--- src/rtl/pool1_pkg.sv ---
// Shared constants and FSM state type for the pool1 2x2 max-pooling stage.
package pool1_pkg;
  localparam int DATA_W_DEF = 16;
  localparam int N_OUT_DEF  = 144;
  localparam int ADDR_W     = 8;

  typedef enum logic [1:0] {
    IDLE,
    RUN,
    DRAIN,
    FINISHED
  } state_t;
endpackage

--- src/rtl/pool_max2.sv ---
// Combinational signed maximum of two operands; ties return the shared value.
module pool_max2 #(
  parameter int W = 16
) (
  input  logic signed [W-1:0] a,
  input  logic signed [W-1:0] b,
  output logic signed [W-1:0] y
);
  assign y = (a >= b) ? a : b;
endmodule

--- src/rtl/pool1_maxpool.sv ---
// 2x2 max-pooling stage: two-stage compare pipeline writing one pooled value per window.
// Optional build macro POOL1_RELU_EN clamps negative maxima to zero in stage 2.
module pool1_maxpool
  import pool1_pkg::*;
#(
  parameter int DATA_W = DATA_W_DEF,
  parameter int N_OUT  = N_OUT_DEF
) (
  input  logic                     clk,
  input  logic                     reset,
  input  logic                     enable,
  input  logic                     in_valid,
  input  logic signed [DATA_W-1:0] d0,
  input  logic signed [DATA_W-1:0] d1,
  input  logic signed [DATA_W-1:0] d2,
  input  logic signed [DATA_W-1:0] d3,
  output logic                     wr_en,
  output logic [ADDR_W-1:0]        wr_addr,
  output logic [DATA_W-1:0]        wr_data,
  output logic                     done
);
  localparam logic [ADDR_W-1:0] LAST = ADDR_W'(N_OUT - 1);

  state_t state_reg, state_next;

  logic [ADDR_W-1:0]        acc_cnt_reg;
  logic [ADDR_W-1:0]        wr_addr_reg;
  logic                     s1_valid_reg;
  logic signed [DATA_W-1:0] s1_pair_reg [2];
  logic                     wr_en_reg;
  logic [DATA_W-1:0]        wr_data_reg;

  logic signed [DATA_W-1:0] win [4];
  logic signed [DATA_W-1:0] pair_max [2];
  logic signed [DATA_W-1:0] win_max;
  logic signed [DATA_W-1:0] stage2_val;

  logic accept, last_accept, write, last_write;

  assign win[0] = d0;
  assign win[1] = d1;
  assign win[2] = d2;
  assign win[3] = d3;

  genvar gi;
  generate
    for (gi = 0; gi < 2; gi++) begin : g_pair
      pool_max2 #(.W(DATA_W)) u_max (
        .a(win[2*gi]),
        .b(win[2*gi+1]),
        .y(pair_max[gi])
      );
    end
  endgenerate

  pool_max2 #(.W(DATA_W)) u_max_final (
    .a(s1_pair_reg[0]),
    .b(s1_pair_reg[1]),
    .y(win_max)
  );

`ifdef POOL1_RELU_EN
  assign stage2_val = win_max[DATA_W-1] ? '0 : win_max;
`else
  assign stage2_val = win_max;
`endif

  assign accept      = enable && in_valid && (state_reg == IDLE || state_reg == RUN);
  assign last_accept = accept && (acc_cnt_reg == LAST);
  // A held wr_en commits to memory only on an enabled edge, so a frozen pulse is one write.
  assign write       = enable && wr_en_reg;
  assign last_write  = write && (wr_addr_reg == LAST);

  always_comb begin
    state_next = state_reg;
    case (state_reg)
      IDLE:     if (enable) state_next = last_accept ? DRAIN : RUN;
      RUN:      if (last_accept) state_next = DRAIN;
      DRAIN:    if (last_write) state_next = FINISHED;
      FINISHED: state_next = FINISHED;
      default:  state_next = IDLE;
    endcase
  end

  always_ff @(posedge clk or posedge reset) begin
    if (reset) begin
      state_reg   <= IDLE;
      acc_cnt_reg <= '0;
      wr_addr_reg <= '0;
    end else if (enable) begin
      state_reg <= state_next;
      if (accept && !last_accept) acc_cnt_reg <= acc_cnt_reg + 1'b1;
      if (write && !last_write)   wr_addr_reg <= wr_addr_reg + 1'b1;
    end
  end

  always_ff @(posedge clk or posedge reset) begin
    if (reset) begin
      s1_valid_reg   <= 1'b0;
      s1_pair_reg[0] <= '0;
      s1_pair_reg[1] <= '0;
      wr_en_reg      <= 1'b0;
      wr_data_reg    <= '0;
    end else if (enable) begin
      s1_valid_reg <= accept;
      if (accept) begin
        s1_pair_reg[0] <= pair_max[0];
        s1_pair_reg[1] <= pair_max[1];
      end
      wr_en_reg <= s1_valid_reg;
      if (s1_valid_reg) wr_data_reg <= stage2_val;
    end
  end

  assign wr_en   = wr_en_reg;
  assign wr_addr = wr_addr_reg;
  assign wr_data = wr_data_reg;
  assign done    = (state_reg == FINISHED);
endmodule
--- config.mk ---
export PLATFORM = sky130hd
export DESIGN_NAME = pool1_maxpool
export DESIGN_NICKNAME = d
export VERILOG_FILES = /design/src/rtl/pool1_pkg.sv /design/src/rtl/pool_max2.sv /design/src/rtl/pool1_maxpool.sv
export SDC_FILE = /design/constraint.sdc
export NUM_CORES = 1
export LEC_CHECK = 0
export BUFFER_PORTS_ARGS = -buffer_cell sky130_fd_sc_hd__buf_2
export CAP_MARGIN = 20
export CORE_ASPECT_RATIO = 1.25
export CORE_MARGIN = 10
export CORE_UTILIZATION = 35
export DETAILED_ROUTE_END_ITERATION = 10
export GPL_ROUTABILITY_DRIVEN = 0
export PLACE_DENSITY_LB_ADDON = 0.15
export SLEW_MARGIN = 10
export SYNTH_ARGS = -nofsm -noshare
export SYNTH_HDL_FRONTEND = slang
export SYNTH_SLANG_ARGS = --single-unit
--- constraint.sdc ---
create_clock -name clk -period 2.42 [get_ports clk]
set_input_delay 0.121 -clock clk [delete_from_list [all_inputs] [get_ports clk]]
set_output_delay 0.121 -clock clk [all_outputs]
set_load 0.02 [all_outputs]
Word-level counts from Yosys, hierarchy flattened
Index checks and enable logic that the tools add are counted.
- flip-flop bits (word level): 68
- bits in latches: 0
- bits in writable memories: 0
- ROM bits: 0
- output and inout bits: 26
- logic and storage cells: 43
- memories kept: 0
- $add $sub $neg: 2
- multiply operators: 0
- divide/modulo/power cells: 0
- order comparisons: 3
- equal/unequal tests: 7
- shift-type cells: 0
- multiplexer cells: 7
- bitwise gates (word level): 0
- reductions and logical operators: 16
- operator list (operator ; count):
    $ge A16 B16 Y1 ; 3
    $mux W16 ; 3
    $add A8 B1 Y8 const B ; 2
    $eq A8 B8 Y1 const B ; 2
    $pmux W2 S4 ; 1
    $reduce_and A2 Y1 ; 4
    $logic_and A1 B1 Y1 ; 7
    $mux W2 ; 3
    $eq A2 B2 Y1 const B ; 2
    $ne A2 B2 Y1 const B ; 2
    $reduce_and A3 Y1 ; 1
    $eq A2 B1 Y1 const B ; 1
    $logic_not A1 Y1 ; 2
    $logic_not A2 Y1 ; 1
    $logic_or A1 B1 Y1 ; 1

Depth between registers and ports, before layout
Gate-level depths: netlist (run 1).
- depth in word-level cells: 7
- depth in mapped cells: 11
- mapped depth without buffers: 9

Modules after synthesis
From an unflattened synthesis (run 1), not the netlist that was laid out.
- cells, all modules: 773
- area total of the unflattened synthesis: 6093.3 um^2
- by module, submodules not included (module ; times used ; cells each ; area an instance (um^2)):
    pool_max2 ; 3 ; 171 ; 1107.3
    pool1_maxpool ; 1 ; 260 ; 2771.4

Worst setup path before layout (run 1)
Ideal clock, no wire load.
- path kind: register -> register
- start point: register s1_pair_reg[15] in the netlist's numbering
- end point: register wr_data_reg[0] (netlist: wr_data[0])
- data arrival time: 2.221 ns
- required time: 2.288 ns
- setup slack: 0.067 ns
- stages on the path, launching flop included: 12
- path buffers: 2
- path through: dfrtp_1 -> inv_1 -> ha_1 -> nand4_1 -> nor3_1 -> a2111o_1 -> a21oi_1 -> mux2_2 -> buf_6 -> buf_6 -> mux2i_1 -> o21ai_1
- longest elaborated chain between the ends: 2
- ends and longest elaborated chain (element ; RTL line ; text):
    start: declaration ; pool1_maxpool.sv:29 ; logic signed [DATA_W-1:0] s1_pair_reg [2];
    $ge A16 B16 Y1 ; pool_max2.sv:9 ; assign y = (a >= b) ? a : b;
    $mux W16 ; pool_max2.sv:9 ;
    end signal: assignment ; pool1_maxpool.sv:111 ; if (s1_valid_reg) wr_data_reg <= stage2_val;
    end: declaration ; pool1_maxpool.sv:31 ; logic [DATA_W-1:0] wr_data_reg;
Every way passes these cells.
A chain may end at the register's enable or synchronous reset.

Worst setup path in the final report (run 1)
- start point: register s1_pair_reg[29] in the netlist's numbering
- end point: register wr_data_reg[3] (netlist: wr_data[3])
Same word-level chain as after synthesis.

==> metrics.txt, run 1 <==
final setup fails=0; status=complete, no violations; synthesized instance count=430; Req. time, crit path=roughly 2600 ps; Slew HR=40.2%; IO Count=94; crit path launch type=flip-flop; via count=3578; Peak VDD IR=0.317 mV; hold_ws=47.4 ps; Post-DP HPWL=between 9 and 10 mm; clock sinks=68; Tcrit/Tclk final=99.5%; Place WS=-49.3 ps; Synth cell types=44; Die ar.=approximately 17000 sq um; DR pass1 iterations=4; Port Buf Inserts=93; GRT Util Overall=about 14%; TritonCTS clock tree=yes; first-pass GRT wire length=19.2 mm; sequential share of the synthesized area=39.5%; Routed WL=~12 mm; clk_skew=between 7 and 8 ps; DRC=0; Synth Cell Area=4310 sq um; post-DR vias/cell=4.96; clk slew on worst S/H paths=around 50 ps; synth-to-layout area growth=29.4%; critical path endpoint=wr_data[3]$_DFFE_PP0P_; cts hold-fix bufs=0; max reg flops=32; worst path cell trace=ha_1, nand4_1, nor2_1, a2111o_1, a21oi_2, mux2_4, buf_12, mux2i_2, o21ai_1; R2R Setup Slk=10 ps; Die X=119 microns; most common cell after layout, fill and taps aside=buf_2; Num CTS Buffers=9; CP arrival=2610 ps; Setup crit end kind=flip-flop; syn_nets=about 550; class of the worst hold path=primary input to async pin; H-tree levels=3; starting density of the core=35.6%; Post-Synthesis Mean Instance Area=10.0 sq um; Post-synth EDFFs=0; Clock Path Buffers=2; largest net degree at the start of global routing=69; Worst path slowest cell=a2111o_1; reg2reg path depth=9; initial antenna violation count=0; Layout Nets=about 670; wire length per cell=16.5 microns; Power Dens Cells=873 nW/um^2; Ys Warns=0; Fmax achieved=415 MHz; grt total ovfl=0; ANT nets after route=0; Fin. Hold Viols=0; Tmin final=~2400 ps; #FFs+latches synth=68; vias in the first global route=3820; CP peak stage delay=around 400 ps; RR Startpoint=s1_pair_reg[29]$_DFFE_PP0P_; Worst Path Class, Setup=flip-flop to flip-flop; Chip Height=144 microns; fraction of layout cells with a size suffix above 1=34.5%; Slew Limit Fails=0; ys flop type=dfrtp_1; worst-path maximum fanout=8; Root Driver=clkbuf_16; Max Cap Viol=0; Final WS setup=11.6 ps; Pleak=~2.8 nW; Worst-Margin Slew=897 ps; capturing point of the worst reg2reg path=wr_data[3]$_DFFE_PP0P_; share of flip-flops with an asynchronous set or reset=100%; clock latency on the worst-skew pair=330 ps; Worst setup startpoint=s1_pair_reg[29]$_DFFE_PP0P_; Rows=45; Iter 0 DRT Violations=137; core area=12100 sq um; ant diodes=0; most frequent cells in the layout=buf_2 (93), dfrtp_1 (68), inv_1 (50); RSZ-0062 raised after global routing=yes
[cell families (layout without fill, tap and decap cells)]
| logic type | Yosys count | after routing | share of synthesized area (%) |
|---|---|---|---|
| compound gates | 98 | 98 | 18.9 |
| xor+xnor | 14 | 14 | 2.85 |
| fa+ha+maj | 50 | 50 | 14.5 |
| buf+inv | 70 | 197 | 6.86 |
| flops | 68 | 68 | 39.5 |
| mux | 19 | 19 | 4.50 |
| simple gates | 111 | 111 | 12.9 |
[cell usage after synthesis, types with 2 or more instances]
cell / n / area, sq um
a21o_1: 7 / 52.6
a21oi_1: 18 / 90.1
and3_1: 4 / 25.0
buf_2: 2 / 10.0
buf_6: 4 / 45.0
clkbuf_1: 7 / 26.3
dfrtp_1: 68 / 1700
ha_1: 50 / 626
inv_1: 56 / 210
mux2_2: 3 / 33.8
mux2i_1: 16 / 160
nand2_1: 49 / 184
nand2b_1: 17 / 106
nand3_1: 2 / 10.0
nand4_1: 14 / 87.6
nor2_1: 7 / 26.3
nor2b_1: 3 / 18.8
nor3_1: 5 / 25.0
nor4_1: 2 / 12.5
o211a_1: 2 / 20.0
o211ai_1: 2 / 15.0
o21a_1: 4 / 30.0
o21ai_0: 14 / 70.1
o21ai_1: 10 / 50.1
o221a_1: 10 / 113
o221a_2: 22 / 248
or2_2: 3 / 18.8
xnor2_1: 11 / 96.3
xor2_1: 3 / 26.3
[worst max-delay path: cells and delay by family (launching register included)]
family	cells	cell delay (ps)
flip-flops	1	390
AND/OR/NAND/NOR	2	280
buffers and inverters	1	160
multiplexers	2	530
adder cells (fa/ha/maj)	1	310
AO/OA/AOI/OAI	3	610
[per-layer routing]
| metal | vias up | track usage, % | wire [microns] |
|---|---|---|---|
| li1 | 1784 | - | - |
| met1 | 1716 | 16.6 | 5110 |
| met2 | 67 | 24.0 | 6180 |
| met3 | 11 | 3.51 | 501 |
| met4 | 0 | 4.06 | 141 |
| met5 | - | 0 | 0 |
[metrics by stage]
step                      setup TNS, ps  utilization [%]  std cells  area [sq um]  total power [W]
after floorplan                       0                -        430          4310          0.00275
after global placement            -54.8             42.4        702          5130          0.00339
after detailed placement           -586             42.4        702          5130          0.00341
after CTS                             0             45.0        717          5450          0.00479
after global routing              -1130             46.0        721          5570          0.00520
final                                 0             46.0        721          5570          0.00486
[repair_timing]
item	4_1_cts	5_1_grt
setup buffers	0	4
cloned	0	0
pin swaps	1	7
resized for setup	4	21
setup endpoints to repair	14	16
[cell type report]
cell class | instances | area, sq um
Clock inverter | 1 | 30.0
Fill cell | 1200 | 6530
Sequential cell | 68 | 1700
Clock buffer | 14 | 274
Multi-Input combinational cell | 292 | 2410
Tap cell | 164 | 205
Inverter | 56 | 210
Timing Repair Buffer | 126 | 738
[worst min-delay path by stage]
| stage | from | to | cells past startpoint |
|---|---|---|---|
| 3_5_place_dp | enable | wr_en$_DFFE_PP0P_ | 2 |
| 2_1_floorplan | enable | s1_valid_reg$_DFFE_PP0P_ | 1 |
| 4_1_cts | enable | wr_en$_DFFE_PP0P_ | 2 |
| 5_1_grt | enable | wr_en$_DFFE_PP0P_ | 2 |
| 3_3_place_gp | enable | wr_en$_DFFE_PP0P_ | 2 |
| 6_report | reset | wr_addr[1]$_DFFE_PP0P_ | 3 |
[where the power goes]
part | leakage, nW | internal [W] | switching [W] | total (W)
combinational | 1.90 | 0.000901 | 0.000946 | 0.00185
sequential | 0.793 | 0.00144 | 0.000243 | 0.00168
clock | 0.149 | 0.000877 | 0.000461 | 0.00134
Note: power is estimated with default switching activity, not from simulation.
==> run 2, diff against run 1 <==
--- a/config.mk
+++ b/config.mk
@@ -9,7 +9,7 @@
 export CAP_MARGIN = 20
 export CORE_ASPECT_RATIO = 1.25
 export CORE_MARGIN = 10
-export CORE_UTILIZATION = 35
+export CORE_UTILIZATION = 39
 export DETAILED_ROUTE_END_ITERATION = 10
 export GPL_ROUTABILITY_DRIVEN = 0
 export PLACE_DENSITY_LB_ADDON = 0.15
==> run 2 against run 1 <==
  * Setup slack worse by 11 ps
  * Critical path type unchanged
  * Highest routed layer unchanged
  * Sequential power hardly changed
  * Via count rose by 1.7%
  * Design area decreased by 1.3%
  * Die area fell by 8.7%
==> metrics.txt, run 2 (same netlist as run 1, synthesis figures left out) <==
status=complete, no violations; Clk network pwr share=25.6% (-1.9 points); post-DR vias/cell=5.26 (+6.0%); Slew HR=38.4% (-1.8 points); Internal=0.00307 W (-4.5%); placed inst area=5090 sq um (-0.93%); most common cell after layout, fill and taps aside=buf_2; Req. time, crit path=2620 ps (about the same); Port Buf Inserts=93 (unchanged); Chip Height=137 microns (-4.5%); clk slew on worst S/H paths=50 ps (about the same); H-tree levels=3 (unchanged); Rows=42 (-6.7%); clock sinks=68 (unchanged); routing usage on met1=17.4% (+0.82 points); Die ar.=15700 sq um (-8.7%); ANT nets after route=0 (unchanged); GRT Util Overall=15.4% (+1.5 points); Peak VDD IR=0.453 mV (+43%); initial antenna violation count=0 (unchanged); RR Startpoint=s1_pair_reg[21]$_DFFE_PP0P_; Post-DP HPWL=9.44 mm (-1.1%); Tmin final=2420 ps (+11.1 ps); Switch Pwr=0.00164 W (-0.73%); Clock Path Buffers=2 (unchanged); most frequent cells in the layout=buf_2 (93), dfrtp_1 (68), inv_1 (50); Hold Path Depth=2; final instance area=5500 sq um (-1.3%); worst-path maximum fanout=6 (-2); Setup crit end kind=flip-flop; register share of total power=35.7% (+1.2 points); worst hold start=enable; TritonCTS clock tree=yes; endpoint of the worst hold-timing path=wr_en$_DFFE_PP0P_; class of the worst hold path=primary input to flip-flop; core area=10700 sq um (-11%); Global Route met3 Usage=4.18% (+0.67 points); Iter 0 DRT Violations=188 (+37%); Worst-Margin Slew=921 ps (+24.0 ps); Pleak=2.86 nW (+0.67%); gr busiest metal=met2; clk_skew=5.71 ps (-1.90 ps); grt total ovfl=0 (unchanged); Num CTS Buffers=9 (unchanged); Routed WL=12.1 mm (+1.8%); IO Count=94 (unchanged); Layout Nets=674 (+0.45%); DRC=0 (unchanged); fraction of layout cells with a size suffix above 1=33.2% (-1.3 points); Max Cap Viol=0 (unchanged); R2R Setup Slk=0.6 ps (about the same); Fin. Hold Viols=0 (unchanged); via count=3640 (+1.7%); reg2reg path depth=9 (unchanged); first-pass GRT wire length=19.3 mm (+0.61%); Fmax achieved=413 MHz (-0.46%); DR pass1 iterations=4 (unchanged); synth-to-layout area growth=27.6%; starting density of the core=40.2% (+4.6 points); largest net degree at the start of global routing=45 (-35%); Tcrit/Tclk final=100% (+0.46 points); crit path launch type=flip-flop; RSZ-0062 raised after global routing=yes; met2 Use GR=27.1% (+3.1 points); max reg flops=32 (unchanged); Sw Share=34.8% (+0.86 points); clock latency on the worst-skew pair=330 ps (about the same); vias in the first global route=3900 (+2.1%); Slew Limit Fails=0 (unchanged); combinational share of power=38.7% (+0.7 points); final setup fails=0 (unchanged); ant diodes=0 (unchanged); Power Dens Cells=857 nW/um^2 (-1.9%); wire length per cell=17.5 microns (+6.0%); capturing point of the worst reg2reg path=wr_data[6]$_DFFE_PP0P_; Die X=114 microns (-4.4%); Worst Path Class, Setup=flip-flop to flip-flop; Post-Route Setup TNS=0 ps (unchanged); Tot Pwr=0.00471 W (-3.2%); CP arrival=2620 ps (about the same); Root Driver=clkbuf_16
==> run 2: cell count changes in the layout (fill, tap and decap cells not counted), moves of 2 or more <==
cell / before / now
mux2i_1: 10 / 15
a21oi_1: 15 / 17
mux2i_2: 5 / 1
a21oi_2: 3 / 1
clkinv_2: 0 / 2
==> run 2: per-layer routing <==
| layer | share of wire, % | wire length [microns] | vias to the layer above |
|---|---|---|---|
| li1 | - | - | 1789 |
| met1 | 42 | 5120 | 1737 |
| met2 | 51 | 6140 | 93 |
| met3 | 5.4 | 656 | 21 |
| met4 | 1.9 | 225 | 0 |
| met5 | 0 | 0 | - |
==> run 2: through the flow <==
stage          setup WS, ps  utilization, %  hold WS, ps  cells
2_1_floorplan          67.0               -          228    430
3_3_place_gp          -25.1            47.5          217    669
3_5_place_dp          -62.1            47.5          209    669
4_1_cts                4.55            50.1         35.5    685
5_1_grt                -104            51.3         52.9    692
6_report              0.552            51.3         46.9    692
==> run 2: timing repair <==
action / in CTS / in global routing
cloned: 0 / 1
pin swaps: 1 / 7
hold buffers: 1 / 0
gates resized for setup: 3 / 13
endpoints found under the setup margin: 16 / 16
hold endpoints to repair: 24 / 0
setup buffers: 0 / 6
==> run 2: layout make-up <==
class	count	area (sq um)
fill	1020	5220
multi-input combinational	292	2360
sequential	68	1700
timing repair buffer	129	785
clock buffer	13	260
inverter	56	210
tap	132	165
clock inverter	2	10.0
==> run 2: power by group through the flow <==
stage / clock [W] / combinational (W) / sequential (W)
finish: 0.00120 / 0.00182 / 0.00168
global route: 0.00128 / 0.00202 / 0.00172
CTS: 0.00123 / 0.00170 / 0.00168
detailed placement: 0 / 0.00168 / 0.00169
global placement: 0 / 0.00166 / 0.00169
floorplan: 0 / 0.000946 / 0.00181
==> run 2: worst max-delay path, stage by stage, from the launching register on <==
cell	delay (ps)
dfrtp_1	400
ha_1	310
a21oi_1	130
o21ai_1	110
a2111o_1	440
a21oi_2	130
mux2_4	360
clkbuf_16	180
mux2i_1	150
o21ai_1	70
==> run 2: worst max-delay path by stage <==
stage | start | to | cells past startpoint
after global routing | s1_pair_reg[14]$_DFFE_PP0P_ | wr_data[1]$_DFFE_PP0P_ | 10
after floorplan | s1_pair_reg[15]$_DFFE_PP0P_ | wr_data[0]$_DFFE_PP0P_ | 11
after global placement | s1_pair_reg[23]$_DFFE_PP0P_ | wr_data[12]$_DFFE_PP0P_ | 9
after CTS | s1_pair_reg[14]$_DFFE_PP0P_ | wr_data[14]$_DFFE_PP0P_ | 10
final | s1_pair_reg[21]$_DFFE_PP0P_ | wr_data[6]$_DFFE_PP0P_ | 9
after detailed placement | s1_pair_reg[23]$_DFFE_PP0P_ | wr_data[14]$_DFFE_PP0P_ | 9
